[src/rtl/uart_reverse_echo_ctrl.sv]
// Reverse-echo sequencer between uart_rx and uart_tx: stacks received bytes in a LIFO,
// then drains them newest-first through uart_tx with a DV/Done handshake.
module uart_reverse_echo_ctrl #(
  parameter int         DEPTH      = 4,
  parameter logic [7:0] TERMINATOR = 8'h0D,
  parameter bit         USE_TERM   = 1'b1,
  localparam int        CW         = $clog2(DEPTH + 1)
) (
  input  logic          hwclk,
  input  logic          rst_n,
  input  logic          rx_dv,
  input  logic [7:0]    rx_byte,
  input  logic          tx_active,
  input  logic          tx_done,
  output logic          tx_dv,
  output logic [7:0]    tx_byte,
  output logic          busy,
  output logic          rx_drop,
  output logic [CW-1:0] count
);

  typedef enum logic [1:0] {ST_COLLECT, ST_SEND, ST_WAIT} state_t;

  localparam logic [CW-1:0] DEPTH_C = CW'(DEPTH);

  state_t        state_q, state_d;
  logic [CW-1:0] count_q, count_d;
  logic          tx_dv_q, tx_dv_d;
  logic [7:0]    tx_byte_q, tx_byte_d;
  logic          rx_drop_q, rx_drop_d;
  logic          wr_en;
  logic [CW-1:0] rd_idx;

  // Sized to the full index range so any count value is a legal address.
  logic [7:0] mem_q [0:(2**CW)-1];

  assign rd_idx = count_q - 1'b1;

  always_ff @(posedge hwclk or negedge rst_n) begin
    if (!rst_n) begin
      state_q   <= ST_COLLECT;
      count_q   <= '0;
      tx_dv_q   <= 1'b0;
      tx_byte_q <= 8'h00;
      rx_drop_q <= 1'b0;
    end else begin
      state_q   <= state_d;
      count_q   <= count_d;
      tx_dv_q   <= tx_dv_d;
      tx_byte_q <= tx_byte_d;
      rx_drop_q <= rx_drop_d;
    end
  end

  // Storage is data only; its contents after reset are irrelevant.
  always_ff @(posedge hwclk) begin
    if (wr_en) begin
      mem_q[count_q] <= rx_byte;
    end
  end

  always_comb begin
    state_d   = state_q;
    count_d   = count_q;
    tx_dv_d   = 1'b0;
    tx_byte_d = tx_byte_q;
    rx_drop_d = 1'b0;
    wr_en     = 1'b0;
    case (state_q)
      ST_COLLECT: begin
        if (rx_dv) begin
          if (USE_TERM && (rx_byte == TERMINATOR)) begin
            if (count_q != '0) begin
              state_d = ST_SEND;
            end
          end else begin
            wr_en   = 1'b1;
            count_d = count_q + 1'b1;
            if (count_d == DEPTH_C) begin
              state_d = ST_SEND;
            end
          end
        end
      end
      ST_SEND: begin
        rx_drop_d = rx_dv;
        // tx_byte is only reloaded while the transmitter is idle.
        if (!tx_active) begin
          tx_byte_d = mem_q[rd_idx];
          tx_dv_d   = 1'b1;
          count_d   = rd_idx;
          state_d   = ST_WAIT;
        end
      end
      ST_WAIT: begin
        rx_drop_d = rx_dv;
        if (tx_done) begin
          state_d = (count_q == '0) ? ST_COLLECT : ST_SEND;
        end
      end
      default: begin
        state_d = ST_COLLECT;
      end
    endcase
  end

  assign tx_dv   = tx_dv_q;
  assign tx_byte = tx_byte_q;
  assign busy    = (state_q == ST_SEND) || (state_q == ST_WAIT);
  assign rx_drop = rx_drop_q;
  assign count   = count_q;

endmodule

[config.mk]
export PLATFORM = sky130hd
export DESIGN_NAME = uart_reverse_echo_ctrl
export DESIGN_NICKNAME = d
export VERILOG_FILES = /design/src/rtl/uart_reverse_echo_ctrl.sv
export SDC_FILE = /design/constraint.sdc
export NUM_CORES = 1
export LEC_CHECK = 0
export CAP_MARGIN = 20
export CORE_MARGIN = 1.5
export CORE_UTILIZATION = 62
export DETAILED_ROUTE_END_ITERATION = 8
export HOLD_SLACK_MARGIN = 0.08
export PLACE_DENSITY = 0.95
export RECOVER_POWER = 100
export SLEW_MARGIN = 20
export SYNTH_ARGS = -nofsm -noshare
export SYNTH_HDL_FRONTEND = slang
export SYNTH_SLANG_ARGS = --single-unit
[constraint.sdc]
create_clock -name hwclk -period 4.01 [get_ports hwclk]
set_clock_uncertainty 0.1 [all_clocks]
set_input_delay 0.6015 -clock hwclk [delete_from_list [all_inputs] [get_ports hwclk]]
set_output_delay 0.6015 -clock hwclk [all_outputs]
set_load 0.01 [all_outputs]
# Word-level counts from Yosys, hierarchy flattened
# Memory sizes are Yosys's and may differ from the RTL's. A register that Yosys moved wholly into a read port is not among the register bits.
# Cells that the tools add are included.
# classes
add_sub_neg	2
n_eq_ne	10
mux	20
bitwise	1
n_reduce_logical	10
# op_table
cell	n
2-to-1 mux 2 bit	6
2-to-1 mux 1 bit	9
2-to-1 mux 3 bit	3
== test 8 x 4 -> 1 bit (second input constant)	1
!= test 2 bit (second input constant)	4
!= test 3 bit (second input constant)	2
one-hot mux 2 bit (3 select lines)	1
one-hot mux 3 bit (2 select lines)	1
AND reduction 5 bit	1
AND reduction 4 bit	1
adder 3 x 1 -> 3 bit (second input constant)	1
== test 3 bit (second input constant)	1
logical NOT 3 bit	1
nonzero test 3 bit	1
subtractor 3 x 1 -> 3 bit (second input constant)	1
== test 2 x 1 -> 1 bit (second input constant)	1
== test 2 bit (second input constant)	1
logical NOT 2 bit	1
AND reduction 2 bit	1
nonzero test 2 bit	1
OR reduction 2 bit	1
logical NOT 1 bit	1
logical OR 1 bit	1
NOT 1 bit	1
# totals
regBits	7
mem_bits_rw	64
input_bits	13
out_inout_bits	14
wordCells	48
n_memories	1
# mem_list
memory	words	width	rd	rd_ports_with_merged_regs	write_ports	line	source
mem_q	8	8	1	1	1	35	logic [7:0] mem_q [0:(2**CW)-1];

# Logic depth before layout (Yosys ltp)
# logic_depth
ltp_word	6
mapped_depth	8
depth_no_buf	6

# Worst setup path before layout
# OpenSTA, ideal clock, no wires.
# synth_timing
path_kind	flip-flop to flip-flop
startpoint	register state_q[0]
endpoint	memory mem_q[1][0], enable pin
setup_time_ps	383
arrival_time_ps	1979
required_ps	3527
path_slack_ps	1547
path_stages_with_launch	7
path_buffers	1
period_less_slack_ps	2463
path_cell_list	dfrtp_1 -> inv_1 -> ha_1 -> clkbuf_1 -> o211ai_2 -> or2_2 -> nor3_1
# synth_via
elab_chain_cells	4
# synth_rtl
element	line	source
start: declaration	26	state_t state_q, state_d;
start signal: assignment	47	state_q <= state_d;
logical NOT 2 bit	69	case (state_q)
2-to-1 mux 1 bit	69	
2-to-1 mux 1 bit	57	if (wr_en) begin
2-to-1 mux 1 bit (not written as such)	58	mem_q[count_q] <= rx_byte;
end: declaration	35	
# Every way passes these cells.

# Worst setup path after layout
# layout_timing
startpoint	input rx_byte[4]
endpoint	memory mem_q[5][1], enable pin
# layout_via
elab_chain_cells	6
# layout_rtl
element	line	source
start: declaration	12	input logic [7:0] rx_byte,
== test 8 x 4 -> 1 bit	72	if (USE_TERM && (rx_byte == TERMINATOR)) begin
2-to-1 mux 1 bit	72	
2-to-1 mux 1 bit	71	if (rx_dv) begin
2-to-1 mux 1 bit	69	
2-to-1 mux 1 bit	57	
2-to-1 mux 1 bit (not written as such)	58	
# Every way passes these cells.

==> metrics.md <==
| Metric | Value |
|---|---|
| Run status | completed |
| Vias in the first global route | around 1,900 |
| Port bufs | 26 |
| Drt total wl | roughly 6.4 mm |
| # setup viols final | 0 |
| Synth Area in Simple Gates | 0.06091 |
| Number of diodes | 0 |
| CTS max path bufs | 2 |
| CTS root buffer | clkbuf_8 |
| # IOs | 27 |
| Setup TNS | 0 ns |
| Clock slew at reported path FFs | 0.08 ns |
| Post-synth top flop | edfxtp_1 |
| Worst Reg-to-Reg Cells | 6 |
| Most common cell in the netlist | edfxtp_1 |
| Complex-gate fraction of the synthesized area | 0.04858 |
| Tmin final | ~3.4 ns |
| Row count | 26 |
| Reg-to-Reg Start | state_q[1] |
| Slew headroom | 0.2586 |
| YS warnings | 0 |
| Full die area | 5850 sq um |
| Setup slack, reg-to-reg | 0.95 ns |
| First-pass GRT wire length | 10.47 mm |
| DP HPWL | ~4.5 mm |
| Critical path class | input pin to flop |
| Fraction of layout cells with a size suffix above 1 | 0.1459 |
| PD cells | 706.7 nW/um^2 |
| Post-route ant nets | 0 |
| Worst-margin pin slew | 1.102 ns |
| Syn_nets | 216 |
| Initial Util | 0.6473 |
| TritonCTS clock tree | yes |
| Routed wire per std cell | 21.17 um |
| Main combinational cell family by area after synthesis | multiplexers |
| Critical path arrival | 3.28 ns |
| Largest net degree at the start of global routing | 23 |
| Hold Path Class | flop to flop |
| Core Util, Final | 0.7397 |
| Die Span X | 76.49 um |
| Vias/cell | 6.281 |
| Number of library cell types mapped by synthesis | 41 |
| Slew Limit Fails | 0 |
| CTS Buf Count | 9 |
| Seq cells post-synth | between 70 and 80 |
| Crit-path leading delay family | simple AND/OR/NAND/NOR gates |
| Worst Hold Depth | 2 |
| Synth async-reset ratio | 0.1899 |
| Worst Hold End | tx_byte[4] |
| CP Data Required Time | 3.92 ns |
| Mapped Cells | a little under 200 |
| Largest cells by area after synthesis | edfxtp_1 (57%), dfrtp_1 (11%), mux4_2 (11%) |
| Total gr overflow | 0 |
| VDD IR-drop max | approximately 0.37 mV |
| Cts repair resizes | 0 |
| RePlAce Congestion | 0.9161 |
| Area leader, netlist | edfxtp_1 |
| Nets | 251 |
| RSZ-0062 raised after global routing | false |
| Layout area overhead | 14.28% |
| Clock latency on the worst-skew pair | about 0.35 ns |
| Drt pass-1 iters | 4 |
| CORE AREA | ~5200 sq um |
| H-Tree Depth | 3 |
| Synth Area per Inst | 17.26 sq um |
| Post-CTS Hold Buffers | 0 |
| Slowest stage cell on the critical path | dlygate4sd3_1 |
| Xor/xnor cell area share of the yosys netlist | 0.007474 |
| Worst Path Buf+Inv | 2 |
| Vias after detailed routing | 1,903 |
| Final period utilization | 0.8418 |
| Final hold violations | 0 |
| Mux contribution to synthesized area | 0.1383 |
| Gr usage total | 0.2497 |
| CP Launch Type | input pin |
| Crit path cell chain | dlygate4sd3_1 > or4_1 > o211ai_1 > or2_2 > nor3_1 > clkbuf_1 |
| Setup bufs post-CTS | 0 |
| Fmax | 296.2 MHz |
| Antenna violations before repair | 0 |
| Share of the synthesized area in the top cell type | 0.5740 |
| Fill count | 311 |
| Count of flip-flops with a built-in enable after synthesis | 64 |
| Leak Pwr | 1.356 nW |
| HP Start | tx_byte[4] |
| Post-route DRC violation count | 0 |
| Crit end category | flop |
| Adder-cell area share of the yosys netlist | 0.03363 |
| Crit Reg-Reg Endpoint | mem_q[5][1] |
| Seq/Total Area, Yosys | 0.6861 |
| Crit path largest cell delay | 0.74 ns |
| Max-cap violations | 0 |
| Iter 0 DRT Violations | 271 |
| # clock sinks | between 70 and 80 |
| Die H | between 70 and 80 um |
| Post-synth design cell area | between 3000 and 4000 sq um |
| Crit path max fanout | 10 |
| Commonest cells post-synth | edfxtp_1 (64), mux4_2 (16), dfrtp_1 (15), nand2_1 (12) |
==> through the flow <==
step                power [mW]  cell area, sq um  std cells  hold slack (ns)  setup slack [ns]
floorplan                1.885              3348        194           0.2059             1.547
global placement         2.213              3706        288           0.3598            0.7477
detailed placement       2.268              3712        288           0.3744            0.5928
CTS                      2.755              3867        303           0.3914            0.9188
global route             2.861              3826        303           0.4191            0.5078
finish                   2.704              3826        303           0.3853            0.6342
==> placed cells by master, fill, tap and decap left out, drive strengths merged, types with 2 or more instances in the layout <==
cell type | Yosys | routed
edfxtp | 64 | 64
dlygate4sd3 | 0 | 22
clkbuf | 4 | 18
mux4 | 16 | 16
dfrtp | 15 | 15
nand2 | 12 | 12
inv | 9 | 9
ha | 9 | 9
o21ai | 9 | 9
mux2i | 8 | 8
nor3 | 4 | 4
nor4 | 4 | 4
clkdlybuf4s50 | 0 | 4
clkinv | 0 | 4
o211ai | 2 | 2
nor2 | 2 | 2
nand2b | 2 | 2
a21oi | 2 | 2
o22ai | 2 | 2
mux2 | 2 | 2
or3 | 2 | 2
o311ai | 2 | 2
==> flip-flops by register name, summed over array words and instances (netlist names) <==
signal	flops
state_q	2
count	3
rx_drop	1
mem_q	64
tx_dv	1
tx_byte	8
==> area by class of cell <==
class                      count  area, sq um  share of cell area
inverter                       9        33.78            0.008829
tap                           70        87.58             0.02289
multi-input combinational     96        958.4              0.2505
clock inverter                 4        23.77            0.006213
clock buffer                  11        131.4             0.03434
timing repair buffer          34        294.0             0.07685
sequential                    79         2297              0.6004
==> routing by layer <==
metal / global-route usage / up-vias / part of all wire
met4: 0.1204 / 0 / 0.026
met3: 0.06587 / 20 / 0.071
met1: 0.3328 / 945 / 0.41
met2: 0.3875 / 105 / 0.50
li1: - / 833 / -
met5: 0 / - / 0
==> worst reg2reg max path, stage by stage, from the launching register on <==
cell	delay [ns]
dfrtp_1	0.42
inv_1	0.12
ha_1	0.35
o211ai_1	0.35
or2_2	0.42
nor3_1	0.57
clkbuf_1	0.39
==> power by group <==
part	internal (mW)	leakage [nW]	switching, mW	total (mW)
registers	1.02	0.764	0.0855	1.10
logic	0.524	0.509	0.587	1.11
clock network	0.219	0.0829	0.268	0.488
total	1.76	1.36	0.941	2.70
==> how the worst max path moves through the flow <==
| stage | start | endpoint | cells past startpoint |
|---|---|---|---|
| floorplan | state_q[0] | mem_q[1][0] | 6 |
| global placement | rx_byte[1] | mem_q[5][1] | 6 |
| detailed placement | rx_byte[1] | mem_q[1][7] | 6 |
| CTS | rx_byte[1] | mem_q[1][6] | 6 |
| global route | rx_byte[5] | mem_q[1][4] | 6 |
| finish | rx_byte[4] | mem_q[5][1] | 6 |
==> cell families after synthesis <==
logic type | after synthesis
adders and majority gates | 9
xor gates and xnor gates | 2
buffers and inverters | 19
and+or+nand+nor | 36
muxes | 26
AOI/OAI and AO/OA | 23
DFF | 79
No activity file was read; power rests on OpenSTA's default activity.
